===== src/rtl/pc_sequencer.sv =====
// Program counter / next-address stage with I/O handshake stalls and sticky halt.
// Optional macro HALT_RESUME_EN adds a resume input that leaves HALTED.
module pc_sequencer #(
    parameter int unsigned        ADDR_W   = 10,
    parameter logic [ADDR_W-1:0]  RESET_PC = '0
) (
    input  logic              clk,
    input  logic              rst_n,
    input  logic              pcctrl,
    input  logic [1:0]        jump,
    input  logic              branch,
    input  logic              branchtype,
    input  logic              alu_zero,
    input  logic              inctrl,
    input  logic              outctrl,
    input  logic [ADDR_W-1:0] jtarget,
    input  logic [ADDR_W-1:0] boffset,
    input  logic [ADDR_W-1:0] jreg,
    input  logic              in_valid,
    input  logic              out_ready,
`ifdef HALT_RESUME_EN
    input  logic              resume,
`endif
    output logic [ADDR_W-1:0] pc,
    output logic [ADDR_W-1:0] pc_plus1,
    output logic              commit,
    output logic              in_ack,
    output logic              out_valid,
    output logic              io_wait,
    output logic              halted
);

    typedef enum logic [1:0] {
        RUN      = 2'd0,
        WAIT_IN  = 2'd1,
        WAIT_OUT = 2'd2,
        HALTED   = 2'd3
    } state_e;

    state_e              state_q, state_d;
    logic [ADDR_W-1:0]   pc_q, pc_d;
    logic                armed_q, armed_d;
    logic [ADDR_W-1:0]   seq_pc;
    logic [ADDR_W-1:0]   next_pc;
    logic                take_branch;

    assign seq_pc      = pc_q + ADDR_W'(1);
    assign take_branch = branch && (alu_zero == branchtype);
    assign pc          = pc_q;
    assign pc_plus1    = seq_pc;

    // Target selection for an ordinary completing instruction
    always_comb begin
        next_pc = seq_pc;
        case (jump)
            2'b00:   next_pc = jtarget;
            2'b10:   next_pc = jreg;
            default: next_pc = take_branch ? (seq_pc + boffset) : seq_pc;
        endcase
    end

    always_ff @(posedge clk or negedge rst_n) begin
        if (!rst_n) begin
            state_q <= RUN;
            pc_q    <= RESET_PC;
            armed_q <= 1'b1;
        end else begin
            state_q <= state_d;
            pc_q    <= pc_d;
            armed_q <= armed_d;
        end
    end

    always_comb begin
        state_d   = state_q;
        pc_d      = pc_q;
        armed_d   = armed_q;
        commit    = 1'b0;
        in_ack    = 1'b0;
        out_valid = 1'b0;
        io_wait   = 1'b0;
        halted    = 1'b0;

        case (state_q)
            RUN: begin
                if (pcctrl) begin
                    commit = 1'b1;
                    pc_d   = next_pc;
                end else if (inctrl) begin
                    if (in_valid && armed_q) begin
                        commit = 1'b1;
                        in_ack = 1'b1;
                        pc_d   = seq_pc;
                    end else begin
                        state_d = WAIT_IN;
                    end
                end else if (outctrl) begin
                    out_valid = 1'b1;
                    if (out_ready) begin
                        commit = 1'b1;
                        pc_d   = seq_pc;
                    end else begin
                        state_d = WAIT_OUT;
                    end
                end else begin
                    state_d = HALTED;
                end
            end
            WAIT_IN: begin
                io_wait = 1'b1;
                if (in_valid && armed_q) begin
                    commit  = 1'b1;
                    in_ack  = 1'b1;
                    pc_d    = seq_pc;
                    state_d = RUN;
                end
            end
            WAIT_OUT: begin
                io_wait   = 1'b1;
                out_valid = 1'b1;
                if (out_ready) begin
                    commit  = 1'b1;
                    pc_d    = seq_pc;
                    state_d = RUN;
                end
            end
            HALTED: begin
                halted = 1'b1;
`ifdef HALT_RESUME_EN
                if (resume) begin
                    pc_d    = seq_pc;
                    state_d = RUN;
                end
`endif
            end
            default: state_d = RUN;
        endcase

        // A held input level feeds exactly one in instruction
        if (!in_valid) begin
            armed_d = 1'b1;
        end else if (in_ack) begin
            armed_d = 1'b0;
        end
    end

endmodule


===== config.mk =====
export PLATFORM = sky130hd
export DESIGN_NAME = pc_sequencer
export DESIGN_NICKNAME = d
export VERILOG_FILES = /design/src/rtl/pc_sequencer.sv
export SDC_FILE = /design/constraint.sdc
export NUM_CORES = 1
export LEC_CHECK = 0
export ABC_AREA = 1
export CORE_ASPECT_RATIO = 0.7
export CORE_MARGIN = 1
export CORE_UTILIZATION = 48
export DETAILED_ROUTE_END_ITERATION = 6
export GPL_TIMING_DRIVEN = 0
export PLACE_DENSITY = 0.9
export SYNTH_ARGS = -nofsm -noshare
export SYNTH_HDL_FRONTEND = slang
export SYNTH_SLANG_ARGS = --single-unit

===== constraint.sdc =====
create_clock -name clk -period 3.4 [get_ports clk]
set_clock_uncertainty 0.2 [all_clocks]
set_input_delay 0.51 -clock clk [delete_from_list [all_inputs] [get_ports clk]]
set_output_delay 0.51 -clock clk [all_outputs]
set_load 0.01 [all_outputs]

# Word level (Yosys, flattened, before mapping)
# Cells that the tools add are included.
word_totals:
  regBits: 13
  in_bits: 42
  out_inout_bits: 25
op_classes:
  add_sub_neg: 2
  mux: 33
  eq_ne: 12
  reduce_logical: 8
ops:
  columns: ["operator", "n"]
  rows:
  - ["$mux W10", 6]
  - ["$pmux W10 S3", 1]
  - ["$pmux W10 S2", 1]
  - ["$mux W1", 14]
  - ["$mux W2", 7]
  - ["$add A10 B1 Y10 const B", 1]
  - ["$add A10 B10 Y10", 1]
  - ["$ne A4 B4 Y1 const B", 2]
  - ["$eq A2 B2 Y1 const B", 3]
  - ["$ne A2 B2 Y1 const B", 3]
  - ["$pmux W2 S3", 1]
  - ["$reduce_and A6 Y1", 1]
  - ["$logic_not A2 Y1", 2]
  - ["$pmux W1 S2", 2]
  - ["$ne A3 B3 Y1 const B", 1]
  - ["$pmux W1 S3", 1]
  - ["$reduce_bool A3 Y1", 1]
  - ["$eq A2 B1 Y1 const B", 1]
  - ["$logic_and A1 B1 Y1", 2]
  - ["$ne A2 B1 Y1 const B", 1]
  - ["$reduce_and A2 Y1", 1]
  - ["$reduce_or A2 Y1", 1]
  - ["$eq A1 B1 Y1", 1]

# Longest topological paths before layout
# Gate-level depths: netlist of the first run.
depth:
  depth_word: 7
  depth_mapped: 22
  mapped_depth_nobuf: 22

# Least setup slack after synthesis of the first run
# Ideal clock, no wire load.
synth_timing:
  path_kind: "register to register"
  from: "reg pc_q[1], in the netlist pc[1]"
  to: "reg pc_q[9], in the netlist pc[9]"
  arrival_ns: 2.334
  t_required_ns: 3.083
  setup_slack_ns: 0.749
  synth_period_minus_slack_ns: 2.651
  n_path_buf: 0
  setup_time_ns: 0.117
  path_stages_with_launch: 21
  path_cell_list: "dfrtp_1 > ha_1 > nand2_2 > nor2_4 > inv_1 > o21ai_2 > nand2_1 > inv_1 > ha_1 > nand2_1 > nand2_1 > a21oi_1 > nand4_1 > nand3_1 > nand2_1 > nand3_1 > nand2_1 > nand2_1 > nand2_1 > nand2_1 > nand2_1"
synth_via:
  elab_chain_cells: 6
  word_cells_on_any_way: 10
synth_rtl:
  columns: ["item", "line_no", "rtl"]
  rows:
  - ["from (decl)", "41", "logic [ADDR_W-1:0] pc_q, pc_d;"]
  - ["from (signal assigned)", "69", "pc_q <= pc_d;"]
  - ["$add A10 B1 Y10", "47", "assign seq_pc = pc_q + ADDR_W'(1);"]
  - ["named net pc_plus1[6]", "25", "output logic [ADDR_W-1:0] pc_plus1,"]
  - ["$add A10 B10 Y10", "58", "default: next_pc = take_branch ? (seq_pc + boffset) : seq_pc;"]
  - ["$mux W10", "58", null]
  - ["$pmux W10 S2", "55", "case (jump)"]
  - ["$mux W10", "86", "if (pcctrl) begin"]
  - ["$pmux W10 S3", "84", "case (state_q)"]
# The timed path passes the listed nets, and every way through them passes these cells. The select of a mux whose other input is x is not followed.
# A chain may end at the register's enable or synchronous reset.

# Worst setup path in the final report of the first run
layout_timing:
  from: "in inctrl"
  to: "out commit"
layout_via:
  elab_chain_cells: 3
layout_rtl:
  columns: ["item", "line_no", "rtl"]
  rows:
  - ["from (decl)", "14", "input logic inctrl,"]
  - ["$mux W1", "89", "end else if (inctrl) begin"]
  - ["$mux W1", "86", null]
  - ["$pmux W1 S3", "84", null]
  - ["to (decl)", "26", "output logic commit,"]
# Every way passes these cells.

==> results by group, run 1 <==
Yosys
  • Synth top area share: 23.2%
  • Syn. warnings: 0
  • Mapped Area: 2230 um^2
  • Post-synthesis simple-gate area fraction: 38.1%
  • Ys async rst share: 100%
  • Post-synth top area cell: nand2_1
  • Top post-synthesis cells by area: nand2_1 23%, dfrtp_1 13%, inv_1 9.3%
  • Count leader, synth: nand2_1
  • Sequential element share of the synthesized area: 14.7%
  • Cells after synthesis: 396
  • Largest family of logic cells by synthesized area: simple AND/OR/NAND/NOR gates
  • Top post-synthesis cells by count: 138 x nand2_1, 55 x inv_1, 33 x nand3_1
  • Prevailing post-synth register cell: dfrtp_1
  • EDFF count, synth: 0
  • Avg Synthesized Cell Area: 5.63 um^2
  • Synth Area in Adders: 9.32%
  • Synth Area in XOR/XNOR: 2.75%
  • Unique masters post-synth: 33
  • Compound-Gate Fraction of Synth Area: 22.5%
  • Syn nets: 454
  • Mux cell area share after synthesis: 0%
  • Number of synthesized register bits: 13

Place
  • Final GP Congestion: 0.942
  • Dpl hpwl: approximately 5.8 mm
  • Placed Cells: ~520
  • Buffers added on ports: between 60 and 70

Timing
  • Tmin final: approximately 3.2 ns
  • Max transition margin: about half
  • RSZ-0062 raised after global routing: no
  • Fin. Hold Viols: 0
  • Final setup fails: 0
  • Slew @ Worst Pin: 0.751 ns
  • Slew Limit Fails: 0
  • Setup TNS: 0 ns
  • Maximum clock rate: 317 MHz
  • Fin crit share: 92.6%

GRT
  • GR peak layer: met2
  • Gr usage total: 29.9%
  • Initial antenna violation count: 0
  • Met2 GRT Util: between 50% and 60%
  • Largest net degree at the start of global routing: 14
  • Vias in the first global route: 2,615
  • Met3 Resource Use GR: ~4.7%
  • GRT Residual Overflow: 0
  • Met1 Use GR: 41.7%
  • First-pass GRT wire length: 11.9 mm

Pwr
  • Peak VDD IR: 0.000583 V
  • PwrDens: 873 nW/um^2
  • Leak: approximately 1.5 nW

Critical path
  • Crit path DAT: 2.44 ns
  • Worst Path Required: 2.69 ns
  • Worst Reg-to-Reg Cells: 20
  • Maximum net fanout on the critical path: 10
  • WS Path Type: in -> out
  • Startpoint types: input pin
  • Reg-to-Reg End: pc[9]
  • Setup crit end kind: output port
  • Reg2reg setup slack: 0.33 ns
  • RR Startpoint: pc[1]

Routing
  • Drt total wl: 7.22 mm
  • Vias/cell: 5.61
  • Detailed Routing Iterations Pass 1: 6
  • WL/cell: 13.9 um
  • Initial DRC count: ~320
  • DRC: 0
  • Via count: 2,909
  • Routed Antenna Nets: 0

Run
  • Max Cap Violations: 0

Cells and area
  • Fraction of layout cells with a size suffix above 1: roughly 6.5%
  • Number of fill cells in the layout: 403
  • Area of the multi-input gates: 1620 um^2
  • Synth-to-Final Area Change: 33.9%
  • Register area: between 300 and 400 um^2
  • Nets: between 500 and 600
  • # diodes: 0
  • Fin cells: 519

Clock network
  • Post-cts gate resize count: 0
  • CTS tree: yes
  • Htree depth: 1
  • Cts bufs inserted: 3
  • Clock root buffer: clkbuf_8
  • Clock latency on the worst-skew pair: roughly 0.26 ns
  • Longest Clk Path Bufs: 2
  • TritonCTS Sinks: 13
  • Clock transition at path regs: approximately 0.070 ns
  • Post-CTS Setup Inserts: 0
  • Hold buffers post-CTS: 0

Die
  • Initial Utilization: roughly half
  • Core area: 4400 um^2
  • I/O pins: 67
  • Die ar.: around 4900 um^2
  • Die span in y: 59.0 um
  • Die width: between 80 and 90 um
  • FP Rows: 20

Outcome
  • Status: finished, final reports clean

Min path
  • Hold path startpoint: armed_q
  • Worst hold path type: reg -> reg
  • WHS Endpoint: armed_q
  • Hold Path Cell Cnt: 2
==> state kept, by name, summed over array words and instances, names as in the netlist <==
name and flops:
pc 10, state_q 2, armed_q 1
==> how the worst max path moves through the flow <==
stage / end / cells past startpoint / slack, ns / startpoint
2_1_floorplan: pc[9] / 20 / 0.75 / pc[1]
3_5_place_dp: commit / 7 / 0.27 / inctrl
6_report: commit / 7 / 0.25 / inctrl
5_1_grt: pc[9] / 20 / 0.04 / pc[1]
3_3_place_gp: commit / 7 / 0.28 / inctrl
4_1_cts: commit / 7 / 0.26 / inctrl
==> per-layer routing <==
metal,part of all wire [%],up-vias
met1,46,1294
li1,-,1431
met3,8.8,13
met5,0,-
met2,44,171
met4,1.3,0
==> cell type report <==
type / count / area share, %
Buffer: 14 / 2.35
Clock buffer: 3 / 1.38
Clock inverter: 1 / 0.168
Inverter: 57 / 7.17
Multi-Input combinational cell: 312 / 54.2
Sequential cell: 13 / 10.9
Tap cell: 55 / 2.31
Timing Repair Buffer: 64 / 21.5
==> where the power goes <==
group / internal (mW) / switching, mW / leakage (nW)
logic: 0.873 / 1.22 / 1.32
clock network: 0.0813 / 0.0693 / 0.0255
registers: 0.239 / 0.124 / 0.157
==> cell families after synthesis <==
family,Yosys count
AO/OA/AOI/OAI,86
XOR/XNOR,7
adder cells (fa/ha/maj),16
buffers and inverters,71
flip-flops,13
AND/OR/NAND/NOR,203
==> worst max-delay path: stages <==
cell and delay [ns]:
clkdlybuf4s50_1 0.54, inv_1 0.07, buf_2 0.18, nor3_1 0.33
a21oi_1 0.08, a31oi_1 0.18, clkdlybuf4s50_1 0.55
==> metrics by stage <==
step / instance area [um^2] / setup slack [ns] / power, mW / hold slack [ns] / utilization [%]
final: 2980 / 0.250 / 2.60 / 0.315 / 67.8
after global routing: 2980 / 0.0363 / 2.85 / 0.336 / 67.8
after CTS: 2980 / 0.261 / 2.57 / 0.308 / 67.8
after detailed placement: 2940 / 0.274 / 2.41 / 0.297 / 66.7
after global placement: 2940 / 0.280 / 2.36 / 0.273 / 66.7
after floorplan: 2230 / 0.749 / 1.69 / 0.0144 / -
==> placed cells by master (no fill, tap or decap), types with 2 or more instances in the layout <==
master,instances
o31ai_1,2
buf_4,2
a31oi_1,2
dfrtp_1,12
or2_2,2
buf_2,8
o21ai_1,5
o211ai_1,2
ha_1,15
a221oi_1,4
o21ai_2,7
clkbuf_1,4
nor2_1,17
clkdlybuf4s50_1,64
inv_1,55
xor2_1,7
nand2_1,138
nand4_1,6
o21ai_0,32
a21oi_1,26
nand2_2,4
clkbuf_8,3
clkinv_1,2
nand3_1,33
Note: power is estimated with default switching activity, not from simulation.
==> run 2: changes to the inputs <==
- CORE_UTILIZATION: 48 -> 60
- DONT_BUFFER_PORTS: not set -> 1
- PLACE_DENSITY: 0.9 -> 0.85
==> results by group, run 2 (synthesis results as in run 1) <==
Die
  • Core area: 3540 um^2
  • Die width: 74.8 um
  • FP Rows: 18
  • Die span in y: ~53 um
  • Die ar.: between 3000 and 4000 um^2
  • Initial Utilization: 63.0%
  • I/O pins: 67

Clock network
  • Clock latency on the worst-skew pair: 0.25 ns
  • Clock transition at path regs: 0.06 ns
  • Clock root buffer: clkbuf_8
  • TritonCTS Sinks: 13
  • Cts bufs inserted: 3
  • CTS tree: yes
  • Longest Clk Path Bufs: 2
  • Htree depth: 1

Timing
  • Slew @ Worst Pin: a little under 0.7 ns
  • Max transition margin: 54.1%
  • Fin crit share: 92.4%
  • Tmin final: ~3.1 ns
  • Final setup fails: 0
  • Setup TNS: 0 ns
  • RSZ-0062 raised after global routing: no
  • Setup WS post-layout: 0.259 ns
  • Fin. Hold Viols: 0
  • Maximum clock rate: 318 MHz
  • Slew Limit Fails: 0

Pwr
  • P_sw: 1.37 mW
  • Leak: around 1.3 nW
  • Int Pwr: 898 uW
  • Reg power frac: around 18%
  • PwrDens: 963 nW/um^2
  • Switching Fraction: 60.3%
  • Gate power share: 76.0%
  • Peak VDD IR: 0.000612 V
  • Clk pwr share: 6.4%
  • Final Power: roughly 2.3 mW

Routing
  • Routed Antenna Nets: 0
  • DRC: 0
  • Via count: 2,708
  • Drt total wl: 6.78 mm
  • WL/cell: 15.0 um
  • Initial DRC count: 302
  • Vias/cell: 6.00
  • Detailed Routing Iterations Pass 1: 5

Place
  • Dpl hpwl: 5.40 mm
  • Placed Cells: 446
  • Buffers added on ports: 0
  • Placement Setup Slack: 0.209 ns
  • Final GP Congestion: between 0.9 and 1

GRT
  • Largest net degree at the start of global routing: 14
  • Gr usage total: roughly 36%
  • First-pass GRT wire length: roughly 11 mm
  • Vias in the first global route: around 2,400
  • GRT Residual Overflow: 0
  • Initial antenna violation count: 0

Outcome
  • Status: finished, final reports clean

Cells and area
  • Commonest non-fill, non-tap cell in the layout: nand2_1
  • Fraction of layout cells with a size suffix above 1: 7.73%
  • Fin cells: 451
  • # diodes: 0
  • Nets: 460
  • Register area: 328 um^2
  • Synth-to-Final Area Change: 5.50%
  • Final core utilization: 66.5%
  • Number of fill cells in the layout: 342
  • Most frequent cells in the layout: 138 x nand2_1, 55 x inv_1, 33 x nand3_1, 32 x o21ai_0, 25 x a21oi_1
  • Area of the multi-input gates: 1620 um^2
  • Max reg flops: 10

Critical path
  • WS Path Type: reg -> reg
  • Maximum net fanout on the critical path: 7
  • Worst Path Required: between 3 and 4 ns
  • Startpoint types: register
  • Crit path DAT: 3.08 ns
  • Setup crit end kind: register

Min path
  • Worst hold path type: in -> reg

Run
  • Max Cap Violations: 0
run 2: cell count changes in the layout (fill, tap and decap cells not counted), sizes merged:
cell	previous run	this run
clkinv	3	2
clkbuf	7	8
dlygate4sd3	0	1
clkdlybuf4s50	64	0
run 2: per-stage QoR:
stage	cell area, um^2	hold slack, ns
after CTS	2350	0.0941
after global routing	2350	0.106
final	2350	0.0960
after detailed placement	2290	0.0148
after floorplan	2230	0.0144
after global placement	2290	0.0147
run 2: power by group through the flow:
| stage | clock [mW] | sequential, mW | combinational (mW) |
|---|---|---|---|
| after floorplan | 0 | 0.358 | 1.33 |
| after global placement | 0 | 0.391 | 1.60 |
| after detailed placement | 0 | 0.398 | 1.66 |
| after CTS | 0.146 | 0.395 | 1.68 |
| after global routing | 0.153 | 0.415 | 1.94 |
| final | 0.145 | 0.399 | 1.72 |
run 2: worst max-delay path, stage by stage, from the launching register on:
cell and delay, ns:
dfrtp_1 0.43, buf_4 0.20, nand3_2 0.12, nor2_1 0.19, nand4_1 0.14, nand2_2 0.17, inv_1 0.11, ha_1 0.39
nand2_1 0.10, nor2_1 0.18, nand3_1 0.13, nand3_1 0.10, nand2_1 0.07, nand3_1 0.08, nand2_1 0.05, nand3_1 0.07
nand2_1 0.08, nand2_1 0.08, nand2_1 0.04, nand2_1 0.06, nand2_1 0.04
run 2: area by class of cell:
class | instances | area share (%)
multi-input cells | 312 | 69.0
well taps | 50 | 2.66
inverters | 57 | 9.10
flip-flops and latches | 13 | 13.9
repair buffers | 1 | 0.426
plain buffers | 14 | 2.98
clock buffers | 4 | 1.92
run 2: worst paths after layout:
kind / startpoint / to / slack (ns) / depth (start not counted)
worst max-delay path: pc[0] / pc[9] / 0.26 / 20
worst min-delay path: in_valid / armed_q / 0.1 / 1
worst max register to register: pc[0] / pc[9] / 0.26 / 20
worst min register to register: armed_q / armed_q / 0.28 / 2
max in group asynchronous: rst_n / pc[1] / 2.03 / 1
min in group asynchronous: rst_n / pc[5] / 0.52 / 1
run 2: repair_timing:
action,in CTS,in global routing
hold endpoints to repair,13,0
endpoints found under the setup margin,0,2
hold buffers,1,0
setup buffers,0,0
gates resized for setup,0,2
run 2: metal layers:
metal,global-route usage [%],up-vias,wire length (um)
met5,0,-,0
li1,-,1305,-
met1,47.3,1211,2890
met4,6.92,0,61
met2,60.4,180,3000
met3,8.38,12,817
==> run 3: changes to the inputs <==
- CORE_MARGIN: 1 -> 2
==> results by group, run 3 (synthesis results as in run 1) <==
Outcome
  • Status: finished, violations left
  • Failing checks: DRC

Place
  • Dpl hpwl: 5.30 mm
  • Final GP Congestion: 0.940
  • Area post-placement: about 2300 um^2
  • Buffers added on ports: 0
  • Placed Cells: 446

Cells and area
  • Most frequent cells in the layout: 138 x nand2_1, 55 x inv_1, 33 x nand3_1, 32 x o21ai_0, 26 x a21oi_1
  • Design Area, Final: 2350 um^2
  • Fin cells: 451
  • # diodes: 0
  • Number of fill cells in the layout: 356
  • Commonest non-fill, non-tap cell in the layout: nand2_1
  • Synth-to-Final Area Change: 5.33%
  • Nets: 460
  • Max reg flops: 10
  • Fraction of layout cells with a size suffix above 1: 7.48%

Routing
  • WL/cell: between 15 and 20 um
  • Detailed Routing Iterations Pass 1: 7
  • Routed Antenna Nets: 0
  • DRC: 1
  • Vias/cell: roughly 6.1
  • Drt total wl: 6.80 mm
  • Via count: approximately 2,700
  • Initial DRC count: 293

Die
  • Core area: 3540 um^2
  • Die span in y: roughly 55 um
  • I/O pins: 67
  • Die width: 76.8 um
  • Die ar.: about 4200 um^2
  • Initial Utilization: 63.0%
  • FP Rows: 18

Clock network
  • Clock latency on the worst-skew pair: ~0.25 ns
  • CTS tree: yes
  • Clock root buffer: clkbuf_8
  • Post-CTS Setup Inserts: 0
  • Longest Clk Path Bufs: 2
  • TritonCTS Sinks: 13
  • Htree depth: 1
  • Cts bufs inserted: 3
  • Clock transition at path regs: 0.06 ns

Critical path
  • Crit path DAT: around 3 ns
  • Startpoint types: register
  • Crit-path max cell delay: between 0.4 and 0.5 ns
  • Top cell family by delay on the critical path: simple AND/OR/NAND/NOR gates
  • Worst Path Required: 3.34 ns
  • Critical-path top delay cell: dfrtp_1
  • WP buf/inv: 3
  • WS Path Type: reg -> reg
  • Critical-path cell list: buf_4, nand3_2, nor2_1, nand2_1, o21ai_2, nand2_2, inv_1, ha_1, nand2_1, inv_1, a21oi_1, nand4_1, nand3_1, nand2_1, nand3_1, nand2_1, nand2_1, nand2_1, nand2_1, nand2_1
  • Setup crit end kind: register
  • Maximum net fanout on the critical path: 7
  • Cell mode on critical path: nand2_1

Timing
  • Final setup fails: 0
  • Fin. Hold Viols: 0
  • Setup TNS: 0 ns
  • Maximum clock rate: 319 MHz
  • Slew @ Worst Pin: 0.658 ns
  • Slew Limit Fails: 0
  • RSZ-0062 raised after global routing: no
  • Tmin final: 3.13 ns
  • Max transition margin: 56.0%
  • Fin crit share: between 90% and 100%

GRT
  • GRT Residual Overflow: 0
  • Largest net degree at the start of global routing: 14
  • Vias in the first global route: 2,519
  • Initial antenna violation count: 0
  • Gr usage total: 32.3%
  • First-pass GRT wire length: 10.8 mm

Pwr
  • Leak: 1.25 nW
  • Peak VDD IR: approximately 0.00059 V
  • PwrDens: 961 nW/um^2

Min path
  • Worst hold path type: in -> reg

Run
  • Max Cap Violations: 0
run 3: cell types whose count changed in the layout (fill, tap and decap cells not counted):
cell     delta
a21oi_2     -1
a21oi_1     +1
run 3: cell type report:
class,instances,area (um^2),share of cell area [%]
inverter,57,214,9.12
sequential,13,328,14.0
multi-input combinational,312,1620,68.9
timing repair buffer,1,10.0,0.426
tap,50,62.6,2.67
buffer,14,70.1,2.99
clock buffer,4,45.0,1.92
run 3: metal layers:
metal | global-route usage (%) | share of wire (%) | vias to the layer above
met2 | 58.8 | 45 | 173
li1 | - | - | 1300
met3 | 6.66 | 12 | 12
met4 | 9.70 | 1.0 | 0
met1 | 39.9 | 42 | 1245
met5 | 0 | 0 | -
run 3: timing repair:
action,4_1_cts,5_1_grt
endpoints found under the hold margin,13,0
endpoints found under the setup margin,0,1
hold buffers,1,0
gates resized for setup,0,1
run 3: path summary, 6_finish.rpt:
path	startpoint	to	slack (ns)	cells past startpoint
worst max-delay path	pc[0]	pc[9]	0.27	20
worst min-delay path	in_valid	armed_q	0.1	1
worst max register to register	pc[0]	pc[9]	0.27	20
worst min register to register	armed_q	armed_q	0.28	2
max in group asynchronous	rst_n	pc[1]	2.00	1
min in group asynchronous	rst_n	pc[6]	0.53	1
run 3: worst reg2reg max path: cells and delay by family (launching register included):
family / cells / cell delay, ns
buf+inv: 3 / 0.38
simple gates: 14 / 1.35
flops: 1 / 0.42
compound gates: 2 / 0.35
fa+ha+maj: 1 / 0.31
run 3: metrics by stage:
step	util, %	hold slack, ns	worst slack [ns]	total power [mW]
final	66.4	0.0992	0.270	2.25
after global routing	66.4	0.101	0.0396	2.50
after CTS	66.3	0.0942	0.234	2.21
after detailed placement	64.8	0.0148	0.256	2.05
after global placement	64.8	0.0147	0.340	1.99
after floorplan	-	0.0144	0.749	1.69
run 3: power by group:
| group | internal (mW) | leakage (nW) | switching (mW) |
|---|---|---|---|
| Combinational | 0.574 | 1.08 | 1.14 |
| Sequential | 0.239 | 0.156 | 0.156 |
| Clock | 0.0830 | 0.0228 | 0.0613 |
| Total | 0.896 | 1.25 | 1.36 |
